**src/rtl/m_timer_irq.sv**
```systemverilog
// Timer-event interrupt controller: decodes timer event codes into pending flags and
// raises a prioritised, acknowledged interrupt with sticky overrun and illegal-code counting.
module m_timer_irq #(
   parameter int WORD  = 8,
   parameter int DWORD = 16
) (
   input  logic             clk,
   input  logic             reset,
   input  logic             in_valid,
   input  logic [DWORD-1:0] instruction,
   input  logic             mask_wr,
   input  logic [5:0]       mask_data,
   input  logic             clear_ovr,
   input  logic             irq_ack,
   output logic             irq,
   output logic [2:0]       irq_vector,
   output logic [5:0]       pending,
   output logic [5:0]       overrun,
   output logic [WORD-1:0]  illegal_cnt
);

   typedef enum logic [1:0] {
      IDLE     = 2'd0,
      ASSERT   = 2'd1,
      WAIT_REL = 2'd2
   } state_t;

   // Codes 1..6 map to one-hot event bits 0..5; anything else maps to nothing.
   function automatic logic [5:0] code_onehot(input logic [2:0] code);
      logic [5:0] oh;
      case (code)
         3'd1:    oh = 6'b000001;
         3'd2:    oh = 6'b000010;
         3'd3:    oh = 6'b000100;
         3'd4:    oh = 6'b001000;
         3'd5:    oh = 6'b010000;
         3'd6:    oh = 6'b100000;
         default: oh = 6'b000000;
      endcase
      return oh;
   endfunction

   // Lowest set index wins; result is index+1, or 0 when nothing is requested.
   function automatic logic [2:0] lowest_vector(input logic [5:0] req);
      logic [2:0] v;
      v = 3'd0;
      for (int i = 5; i >= 0; i--) begin
         if (req[i]) begin
            v = 3'(i + 1);
         end else begin
            v = v;
         end
      end
      return v;
   endfunction

   state_t          state_r, state_next_s;
   logic            irq_r, irq_next_s;
   logic [2:0]      irq_vector_r, vector_next_s;
   logic [5:0]      pending_r, overrun_r, mask_r;
   logic [WORD-1:0] illegal_cnt_r;

   logic [2:0]      code_s;
   logic [5:0]      evt_set_s, ack_clr_s, eligible_s, ovr_set_s;
   logic            illegal_s;
   logic            unused_upper_s;

   assign code_s         = instruction[2:0];
   assign unused_upper_s = ^instruction[DWORD-1:3];
   assign evt_set_s      = in_valid ? code_onehot(code_s) : 6'b000000;
   assign illegal_s      = in_valid && ((code_s == 3'd0) || (code_s == 3'd7));
   assign eligible_s     = pending_r & ~mask_r;
   // A new event on the bit being acknowledged re-arms it rather than counting as overrun.
   assign ovr_set_s      = evt_set_s & pending_r & ~ack_clr_s;

   // Next-state and next-output logic of the service FSM.
   always_comb begin
      state_next_s  = state_r;
      irq_next_s    = irq_r;
      vector_next_s = irq_vector_r;
      ack_clr_s     = 6'b000000;
      case (state_r)
         IDLE: begin
            if (eligible_s != 6'b000000) begin
               state_next_s  = ASSERT;
               irq_next_s    = 1'b1;
               vector_next_s = lowest_vector(eligible_s);
            end else begin
               state_next_s  = IDLE;
               irq_next_s    = 1'b0;
               vector_next_s = 3'd0;
            end
         end
         ASSERT: begin
            if (irq_ack) begin
               ack_clr_s     = code_onehot(irq_vector_r);
               state_next_s  = WAIT_REL;
               irq_next_s    = 1'b0;
               vector_next_s = 3'd0;
            end else begin
               state_next_s  = ASSERT;
               irq_next_s    = irq_r;
               vector_next_s = irq_vector_r;
            end
         end
         WAIT_REL: begin
            if (!irq_ack) begin
               state_next_s = IDLE;
            end else begin
               state_next_s = WAIT_REL;
            end
         end
         default: begin
            state_next_s  = IDLE;
            irq_next_s    = 1'b0;
            vector_next_s = 3'd0;
         end
      endcase
   end

   // All state and registered outputs.
   always_ff @(posedge clk or posedge reset) begin
      if (reset) begin
         state_r       <= IDLE;
         irq_r         <= 1'b0;
         irq_vector_r  <= 3'd0;
         pending_r     <= 6'b000000;
         overrun_r     <= 6'b000000;
         mask_r        <= 6'b000000;
         illegal_cnt_r <= {WORD{1'b0}};
      end else begin
         state_r      <= state_next_s;
         irq_r        <= irq_next_s;
         irq_vector_r <= vector_next_s;
         pending_r    <= (pending_r & ~ack_clr_s) | evt_set_s;
         overrun_r    <= (clear_ovr ? 6'b000000 : overrun_r) | ovr_set_s;
         if (mask_wr) begin
            mask_r <= mask_data;
         end
         if (illegal_s && (illegal_cnt_r != {WORD{1'b1}})) begin
            illegal_cnt_r <= illegal_cnt_r + {{(WORD-1){1'b0}}, 1'b1};
         end
      end
   end

   assign irq         = irq_r;
   assign irq_vector  = irq_vector_r;
   assign pending     = pending_r;
   assign overrun     = overrun_r;
   assign illegal_cnt = illegal_cnt_r;

endmodule
```
**config.mk**
```make
export PLATFORM = sky130hd
export DESIGN_NAME = m_timer_irq
export DESIGN_NICKNAME = d
export VERILOG_FILES = /design/src/rtl/m_timer_irq.sv
export SDC_FILE = /design/constraint.sdc
export NUM_CORES = 1
export LEC_CHECK = 0
export ABC_AREA = 1
export CORE_MARGIN = 2
export CORE_UTILIZATION = 25
export DETAILED_ROUTE_END_ITERATION = 16
export PLACE_DENSITY = 0.5
export SYNTH_ARGS = -nofsm -noshare
export SYNTH_HDL_FRONTEND = slang
export SYNTH_SLANG_ARGS = --single-unit
```
**constraint.sdc**
```tcl
create_clock -name clk -period 1.14 [get_ports clk]
set_input_delay 0.171 -clock clk [delete_from_list [all_inputs] [get_ports clk]]
set_output_delay 0.171 -clock clk [all_outputs]
set_load 0.02 [all_outputs]
```
==> results of run 1 <==
## final timing paths
check                                           startpoint                    endpoint  slack (ps)  depth (start not counted)
worst max-delay path            illegal_cnt[1]$_DFFE_PP0P_  illegal_cnt[6]$_DFFE_PP0P_         -20                          8
worst min-delay path                                 reset  illegal_cnt[1]$_DFFE_PP0P_         230                          3
worst max register to register  illegal_cnt[1]$_DFFE_PP0P_  illegal_cnt[6]$_DFFE_PP0P_         -20                          8
worst min register to register             irq$_DFFE_PP0P_             irq$_DFFE_PP0P_         480                          2
max in group asynchronous                            reset  illegal_cnt[0]$_DFFE_PP0P_         720                          3
min in group clk                              mask_data[0]       mask_r[0]$_DFFE_PP0P_         450                          3
## cell usage after synthesis (2+ instances only)
| cell type | instances |
|---|---|
| inv_2 | 2 |
| nor2_4 | 2 |
| nand3_1 | 8 |
| nor2_2 | 3 |
| o21ai_1 | 5 |
| inv_1 | 27 |
| nand2_1 | 91 |
| nor2_1 | 15 |
| xor2_1 | 2 |
| dfrtp_1 | 32 |
| nand2_2 | 9 |
| o21ai_0 | 13 |
| nor3_1 | 2 |
## layout by cell type (no fill, tap or decap), drive strengths merged
master         count
buf               42
bufinv             1
clkbuf            15
clkdlybuf4s15      2
clkdlybuf4s50     14
clkinv             1
dfrtp             32
ha                 1
inv               30
nand2            103
nand3              8
nand3b             1
nand4              1
nor2              20
nor3               2
o21ai             18
or2                1
xnor2              1
xor2               2
## flip-flops by register name, summed over array words and instances, names as in the netlist
name / cells
irq: 1
pending: 6
overrun: 6
state_r: 2
irq_vector: 3
mask_r: 6
illegal_cnt: 8
## kinds of logic after synthesis
| kind of cell | count (synthesis) |
|---|---|
| AND/OR/NAND/NOR | 135 |
| flip-flops | 32 |
| buffers and inverters | 31 |
| AO/OA/AOI/OAI | 18 |
| XOR/XNOR | 3 |
| adder cells (fa/ha/maj) | 1 |
## routing by layer
metal  wire [um]  GRT usage (%)  up-vias
met5           0              0        -
met4          53           3.03        0
met3         177           3.02        7
met2        1980           20.5       31
met1        1980           16.5      699
li1            -              -      818
## repair_timing
action | CTS | global route
cloned | 1 | 0
setup buffers | 0 | 1
endpoints found under the setup margin | 42 | 37
hold endpoints to repair | 0 | 0
pin swaps | 0 | 7
gates resized for setup | 77 | 30
## cell type report
cell class | count | area [um^2] | area share (%)
Timing Repair Buffer | 67 | 503 | 20.6
Inverter | 30 | 120 | 4.93
Multi-Input combinational cell | 158 | 803 | 33.0
Tap cell | 77 | 96.3 | 3.95
Clock inverter | 2 | 35.0 | 1.44
Sequential cell | 32 | 806 | 33.1
Clock buffer | 6 | 72.6 | 2.98
## worst max-delay path, stage by stage (launching register included)
cell     delay [ps]
dfrtp_2         410
ha_4            160
inv_2            40
nor2_4          110
nand2_4          90
nand2_8         100
inv_8            50
nand2_2          50
nand2_1          40
## metrics by stage
stage | power, mW | TNS (ps) | cells | cell area [um^2] | utilization (%)
after floorplan | 2.70 | -148 | 220 | 1670 | -
final | 4.81 | -120 | 372 | 2440 | 38.4
after detailed placement | 3.80 | -4030 | 362 | 2360 | 37.2
after global placement | 3.79 | -3970 | 362 | 2360 | 37.2
after CTS | 4.78 | -233 | 371 | 2450 | 38.6
after global routing | 5.19 | -1360 | 372 | 2440 | 38.4
## power breakdown
group / switching (mW) / total, mW / internal (mW)
Combinational: 1.16 / 2.05 / 0.886
Sequential: 0.243 / 1.67 / 1.43
Clock: 0.440 / 1.09 / 0.649
==> run summary, run 1 <==
Prevailing post-synth register cell: dfrtp_1
Number of max-cap violations: 0
Maximum number of pins on one net before global-route repair: 33
Clock Tree Buf Depth: 2
Placement Setup Slack: -241 ps
Unrepaired setup endpoints after global routing: yes
Worst EP arrival: 1340 ps
Clk slew on worst S/H paths: 70 ps
Synthesis Warnings: 0
Count of input and output buffers: 38
Worst-Margin Slew: 200 ps
CTS Root Cell: clkbuf_8
Type of destination of the critical path: flip-flop
Post-synthesis adder-cell area fraction: 0.759%
Pre-antenna DRT Iters: 4
Slew Limit Fails: 0
Total clock sinks: 32
Hold Path Class: primary input to async pin
Wire per inst: 11.2 um
Antenna cells: 0
Post-route ant nets: 0
Power per cell area: 1980 nW/um^2
Fin Clk Skew: 5.00 ps
DIE AREA: 7260 um^2
FILL cells: 655
Setup-failing EPs final: 7
Ys async rst share: 100%
Initial antenna violation count: 0
Tot GR Track Use: 12.5%
Startpoint Class: flip-flop
Compound-Gate Fraction of Synth Area: 5.47%
Post-Route WL: 4.18 mm
Status: finished, violations left
Seq/Total Area, Yosys: 48.6%
Die Y: 85.2 um
Syn_area_per_cell: 7.49 um^2
Top-area cell type share of the netlist area: 48.6%
Number of enable flip-flop cells after synthesis: 0
Kind of critical path: flip-flop to flip-flop
Failing checks: setup timing
H-tree depth: 2
Rel. slew slack: 86.5%
Layout area overhead: 47.8%
Syn Nets: 249
Grt ovf: 0
Vias per inst: 4.18
Final hold violations: 0
CTS Buf Count: 5
# DRC: 0
Core area: 6350 um^2
Placed wire-length estimate: 3.07 mm
First-pass GRT wire length: 7.19 mm
Mapped Area: 1650 um^2
Routed vias: 1555
Area leader, netlist: dfrtp_1
Starting density of the core: 26.0%
Final GP Congestion: 0.784
Hold Slack: 231 ps
LEAKAGE: 1.30 nW
Synthesized-area fraction occupied by and/or/nand/nor cells: 36.2%
CP Max Fanout: 7
DRT iter0 DRCs: 38
Synth area leaders: dfrtp_1, nand2_1, inv_1, o21ai_0, nand2_2
Die Wd: 85.2 um
Worst VDD drop: 991 uV
Data required time of the worst path: 1320 ps
CTS tree: built
Main combinational cell family by area after synthesis: simple AND/OR/NAND/NOR gates
FF+latch count, synth: 32
Peak Freq: 859 MHz
XOR/XNOR Fraction of Synth Area: 1.59%
Post-synth cell types: 22
Final worst path period share: 102%
Boundary pin count: 52
Cell count after synthesis: 220
Share of layout cells above drive strength 1: 33.6%
Post-route minimum period: 1160 ps
Number of global-route vias before repair: 1570
Cell Rows: 29
Layout Nets: 323
Multiplexer share of the synthesized area: 0%
Final WS setup: -24.5 ps
Clk_lat worst skew: 280 ps
CTS Hold Bufs: 0
Note: power is estimated with default switching activity, not from simulation.
==> run 2: changes to the inputs <==
PLACE_DENSITY = 0.61   (was 0.5)
==> run summary, run 2 (synthesis gave the netlist of run 1 again) <==
Worst VDD drop: 1280 uV (+29%)
LEAKAGE: 1.30 nW (about the same)
Wire per inst: 11.4 um (+1.6%)
Count of input and output buffers: 38 (unchanged)
Worst-Margin Slew: 257 ps (+56.5 ps)
Commonest cells after routing, fill and taps aside: nand2_1, buf_4, dfrtp_1
Vias per inst: 4.32 (+3.3%)
Boundary pin count: 52 (unchanged)
RR Startpoint: illegal_cnt[1]$_DFFE_PP0P_
CP max stage cell: dfrtp_2
Hold Path Class: primary input to async pin
Final hold violations: 0 (unchanged)
CTS Root Cell: clkbuf_8
Placement Setup Slack: -263 ps (-22.0 ps)
Post-route ant nets: 0 (unchanged)
Initial antenna violation count: 0 (unchanged)
Peak Freq: 852 MHz (-0.82%)
Kind of critical path: flip-flop to flip-flop
Rel. slew slack: 82.8% (-3.7 points)
First-pass GRT wire length: 7.09 mm (-1.3%)
CP max stage delay: 400 ps (about the same)
Layout area overhead: 49.2%
CP startpoint: illegal_cnt[1]$_DFFE_PP0P_
Type of destination of the critical path: flip-flop
Most common cell after layout, fill and taps aside: nand2_1
Clock Tree Buf Depth: 2 (unchanged)
R2R depth: 8 (unchanged)
# DRC: 0 (unchanged)
Layout Nets: 324 (+0.31%)
Cell Rows: 29 (unchanged)
Antenna cells: 0 (unchanged)
Tot GR Track Use: 12.2% (-0.27 points)
Die Y: 85.2 um (unchanged)
Routed vias: 1610 (+3.5%)
CTS tree: built
Number of global-route vias before repair: 1607 (+2.4%)
Failing checks: setup timing
Fin Clk Skew: 6.78 ps (+1.78 ps)
Setup-failing EPs final: 7 (unchanged)
Data required time of the worst path: 1320 ps (about the same)
Util after Layout: 38.7% (+0.35 points)
CTS Buf Count: 5 (unchanged)
Number of max-cap violations: 0 (unchanged)
CTS Hold Bufs: 0 (unchanged)
Post-Route WL: 4.26 mm (+1.9%)
Clk_lat worst skew: 290 ps (about the same)
Placed wire-length estimate: 3.22 mm (+5.0%)
Total negative slack: -211 ps (-91.1 ps)
Total clock sinks: 32 (unchanged)
Pre-antenna DRT Iters: 4 (unchanged)
Largest register FFs: 8 (unchanged)
Grt ovf: 0 (unchanged)
Clk slew on worst S/H paths: 70 ps (about the same)
Worst EP arrival: 1350 ps (about the same)
Power per cell area: 1980 nW/um^2 (+0.40%)
Slew Limit Fails: 0 (unchanged)
Worst reg2reg endpoint: illegal_cnt[4]$_DFFE_PP0P_
H-tree depth: 2 (unchanged)
DRT iter0 DRCs: 49 (+29%)
Startpoint Class: flip-flop
Core area: 6350 um^2 (unchanged)
Starting density of the core: 26.0% (unchanged)
CP Max Fanout: 7 (unchanged)
Final worst path period share: 103% (+0.85 points)
Final GP Congestion: 0.769 (-1.9%)
Reg2reg setup slack: -30 ps (about the same)
Unrepaired setup endpoints after global routing: yes
Maximum number of pins on one net before global-route repair: 33 (unchanged)
DIE AREA: 7260 um^2 (unchanged)
Status: finished, violations left
Share of layout cells above drive strength 1: 35.5% (+1.9 points)
Final WS setup: -34.1 ps (-9.65 ps)
CP cell instances: ha_4 -> inv_4 -> nor2_4 -> nand2_4 -> nand2_8 -> inv_8 -> nand2_2 -> nand2_1
Post-route minimum period: 1170 ps (+9.65 ps)
Die Wd: 85.2 um (unchanged)
==> run 2: cell count changes in the layout (fill, tap and decap cells not counted), sizes merged <==
| cell | previous run | this run |
|---|---|---|
| buf | 42 | 44 |
| clkbuf | 15 | 14 |
| clkinvlp | 0 | 1 |
| clkdlybuf4s15 | 2 | 1 |
==> run 2: power breakdown <==
| group | leakage, nW | total (mW) | internal, mW | switching, mW |
|---|---|---|---|---|
| Sequential | 0.393 | 1.68 | 1.43 | 0.248 |
| Clock | 0.0541 | 1.09 | 0.646 | 0.441 |
| Combinational | 0.851 | 2.11 | 0.902 | 1.21 |
==> run 2: how the worst max path moves through the flow <==
stage,end,depth (start not counted)
global placement,illegal_cnt[2]$_DFFE_PP0P_,8
global route,illegal_cnt[3]$_DFFE_PP0P_,8
finish,illegal_cnt[4]$_DFFE_PP0P_,8
detailed placement,illegal_cnt[4]$_DFFE_PP0P_,9
floorplan,illegal_cnt[4]$_DFFE_PP0P_,8
CTS,illegal_cnt[4]$_DFFE_PP0P_,8
==> run 2: per-layer routing <==
layer	GRT usage [%]	vias up	share of wire, %
li1	-	817	-
met1	15.5	743	46
met2	20.7	41	49
met3	2.72	9	3.7
met4	3.75	0	1.6
met5	0	-	0
==> run 2: what timing repair did <==
action                                  CTS  global route
resized for setup                        78            35
pin swaps                                 3            11
setup buffers                             0             4
gates cloned                              0             1
endpoints found under the setup margin   37            38
==> run 2: critical path, delay by kind of cell (launching register included) <==
family	cells	cell delay, ps
simple gates	5	410
flops	1	400
fa+ha+maj	1	170
buf+inv	2	90
==> run 2: layout make-up <==
cell class | instances | area (um^2)
flip-flops and latches | 32 | 806
clock buffers | 5 | 68.8
clock inverters | 3 | 42.5
multi-input cells | 158 | 818
fillers | 658 | 3890
repair buffers | 68 | 504
well taps | 77 | 96.3
inverters | 30 | 123
==> run 2: metrics by stage <==
step	cells	area, um^2	hold slack (ps)	total power, mW
finish	373	2460	236	4.88
global route	373	2460	264	5.22
CTS	369	2450	241	4.80
detailed placement	361	2360	470	3.81
global placement	361	2360	473	3.78
floorplan	220	1670	278	2.70
==> run 3: changes to the inputs <==
PLACE_DENSITY = 0.53   (was 0.61)
==> run summary, run 3 (synthesis gave the netlist of run 1 again) <==
Status: finished, violations left
Failing checks: setup timing
CP max stage delay: 440 ps (+40 ps)
Layout area overhead: 47.8%
Largest register FFs: 8 (unchanged)
Count of input and output buffers: 38 (unchanged)
CP max stage cell: dfrtp_2
DIE AREA: 7260 um^2 (unchanged)
Placed wire-length estimate: 3.14 mm (-2.7%)
Antenna cells: 0 (unchanged)
Die Wd: 85.2 um (unchanged)
Vias per inst: 4.27 (-0.96%)
Final worst path period share: 104% (+0.66 points)
Post-route ant nets: 0 (unchanged)
Type of destination of the critical path: output pin
Power per cell area: 1930 nW/um^2 (-2.8%)
Initial antenna violation count: 0 (unchanged)
Final Power: 4.70 mW (-3.7%)
Kind of critical path: flip-flop to output pin
Reg2reg setup slack: -40 ps (about the same)
RR Startpoint: illegal_cnt[1]$_DFFE_PP0P_
Fin Clk Skew: 3.16 ps (-3.62 ps)
Unrepaired setup endpoints after global routing: yes
LEAKAGE: 1.28 nW (-1.4%)
CP most frequent cell: buf_4
Data required time of the worst path: 970 ps (-350 ps)
Grt ovf: 0 (unchanged)
Worst VDD drop: 1200 uV (-6.5%)
Most common cell after layout, fill and taps aside: nand2_1
FILL cells: 666 (+1.2%)
Non-Filler Instances: 371 (-0.54%)
Setup-failing EPs final: 9 (+2)
Inst Count DP: 360 (-0.28%)
CP bufs+invs: 2 (unchanged)
Cell Rows: 29 (unchanged)
Number of global-route vias before repair: 1561 (-2.9%)
CP top delay family: flip-flops
Hold Path Class: primary input to async pin
CP startpoint: illegal_cnt[0]$_DFFE_PP0P_
Post-Route WL: 4.32 mm (+1.3%)
Pre-antenna DRT Iters: 4 (unchanged)
CTS Hold Bufs: 0 (unchanged)
Total negative slack: -247 ps (-36.6 ps)
R2R depth: 8 (unchanged)
Worst EP arrival: 1010 ps (-340 ps)
Layout Nets: 322 (-0.62%)
Routed vias: 1586 (-1.5%)
CP cell instances: buf_4 -> buf_4
H-tree depth: 2 (unchanged)
CTS tree: built
Commonest cells after routing, fill and taps aside: nand2_1, dfrtp_1, buf_4
Die Y: 85.2 um (unchanged)
Post-DP Area: 2350 um^2 (-0.32%)
Maximum number of pins on one net before global-route repair: 33 (unchanged)
Util after Layout: 38.4% (-0.35 points)
CTS Root Cell: clkbuf_8
Core area: 6350 um^2 (unchanged)
Crit path to: illegal_cnt[0]
Starting density of the core: 26.0% (unchanged)
Final GP Congestion: 0.807 (+5.0%)
Wire per inst: 11.6 um (+1.9%)
Total clock sinks: 32 (unchanged)
Startpoint Class: flip-flop
Rel. slew slack: 82.2% (-0.62 points)
Hold Slack: 235 ps (-0.320 ps)
First-pass GRT wire length: 7.33 mm (+3.3%)
Slew Limit Fails: 0 (unchanged)
WP depth: 2 (-6)
Final WS setup: -41.7 ps (-7.58 ps)
Clock Tree Buf Depth: 2 (unchanged)
Boundary pin count: 52 (unchanged)
CTS Buf Count: 5 (unchanged)
# DRC: 0 (unchanged)
Post-route minimum period: 1180 ps (+7.58 ps)
Placement Setup Slack: -232 ps (+30.7 ps)
Peak Freq: 846 MHz (-0.64%)
Clk slew on worst S/H paths: 70 ps (about the same)
CP Max Fanout: 4 (-3)
DRT iter0 DRCs: 43 (-12%)
Number of max-cap violations: 0 (unchanged)
Share of layout cells above drive strength 1: 34.7% (-0.78 points)
Post-route cell area: 2440 um^2 (-0.92%)
Worst-Margin Slew: 266 ps (+9.32 ps)
Clk_lat worst skew: 280 ps (about the same)
Worst reg2reg endpoint: illegal_cnt[3]$_DFFE_PP0P_
Tot GR Track Use: 12.7% (+0.47 points)
Final hold violations: 0 (unchanged)
-- run 3: cell types whose count changed in the layout (fill, tap and decap cells not counted), sizes merged --
| cell | previous run | this run |
|---|---|---|
| clkinvlp | 1 | 0 |
| buf | 44 | 39 |
| bufinv | 1 | 0 |
| clkinv | 1 | 0 |
| clkbuf | 14 | 18 |
| clkdlybuf4s15 | 1 | 3 |
-- run 3: repair_timing --
action                                  in CTS  in global routing
endpoints found under the setup margin      40                 36
gates cloned                                 1                  0
pin swaps                                    1                  8
buffers inserted                             0                  2
gates resized for setup                     77                 31
-- run 3: how the worst min path moves through the flow --
stage	startpoint	to	slack, ps	cells past startpoint
global route	reset	mask_r[3]$_DFFE_PP0P_	270	3
CTS	reset	illegal_cnt[1]$_DFFE_PP0P_	250	3
finish	reset	illegal_cnt[1]$_DFFE_PP0P_	240	3
floorplan	mask_wr	mask_r[2]$_DFFE_PP0P_	280	1
detailed placement	overrun[4]$_DFF_PP0_	overrun[4]$_DFF_PP0_	470	2
global placement	overrun[4]$_DFF_PP0_	overrun[4]$_DFF_PP0_	470	2
-- run 3: tightest hold or removal path, cell delays in order --
cell and delay (ps):
clkdlybuf4s50_1 400, inv_1 100, buf_12 210
-- run 3: final cells by class --
type	count	area [um^2]	area share, %
Multi-Input combinational cell	158	820	33.6
Sequential cell	32	806	33.1
Timing Repair Buffer	66	504	20.7
Inverter	30	120	4.93
Tap cell	77	96.3	3.95
Clock buffer	8	90.1	3.70
-- run 3: report_power, final --
| part | switching (mW) | internal, mW | total (mW) |
|---|---|---|---|
| Sequential | 0.253 | 1.43 | 1.68 |
| Clock | 0.421 | 0.492 | 0.913 |
| Combinational | 1.20 | 0.900 | 2.10 |
-- run 3: layer usage --
| metal | vias to the layer above | GRT usage (%) | share of wire (%) |
|---|---|---|---|
| met5 | - | 0 | 0 |
| met4 | 0 | 2.60 | 0.97 |
| met3 | 6 | 3.40 | 4.1 |
| met2 | 33 | 19.7 | 47 |
| met1 | 730 | 17.8 | 48 |
| li1 | 817 | - | - |
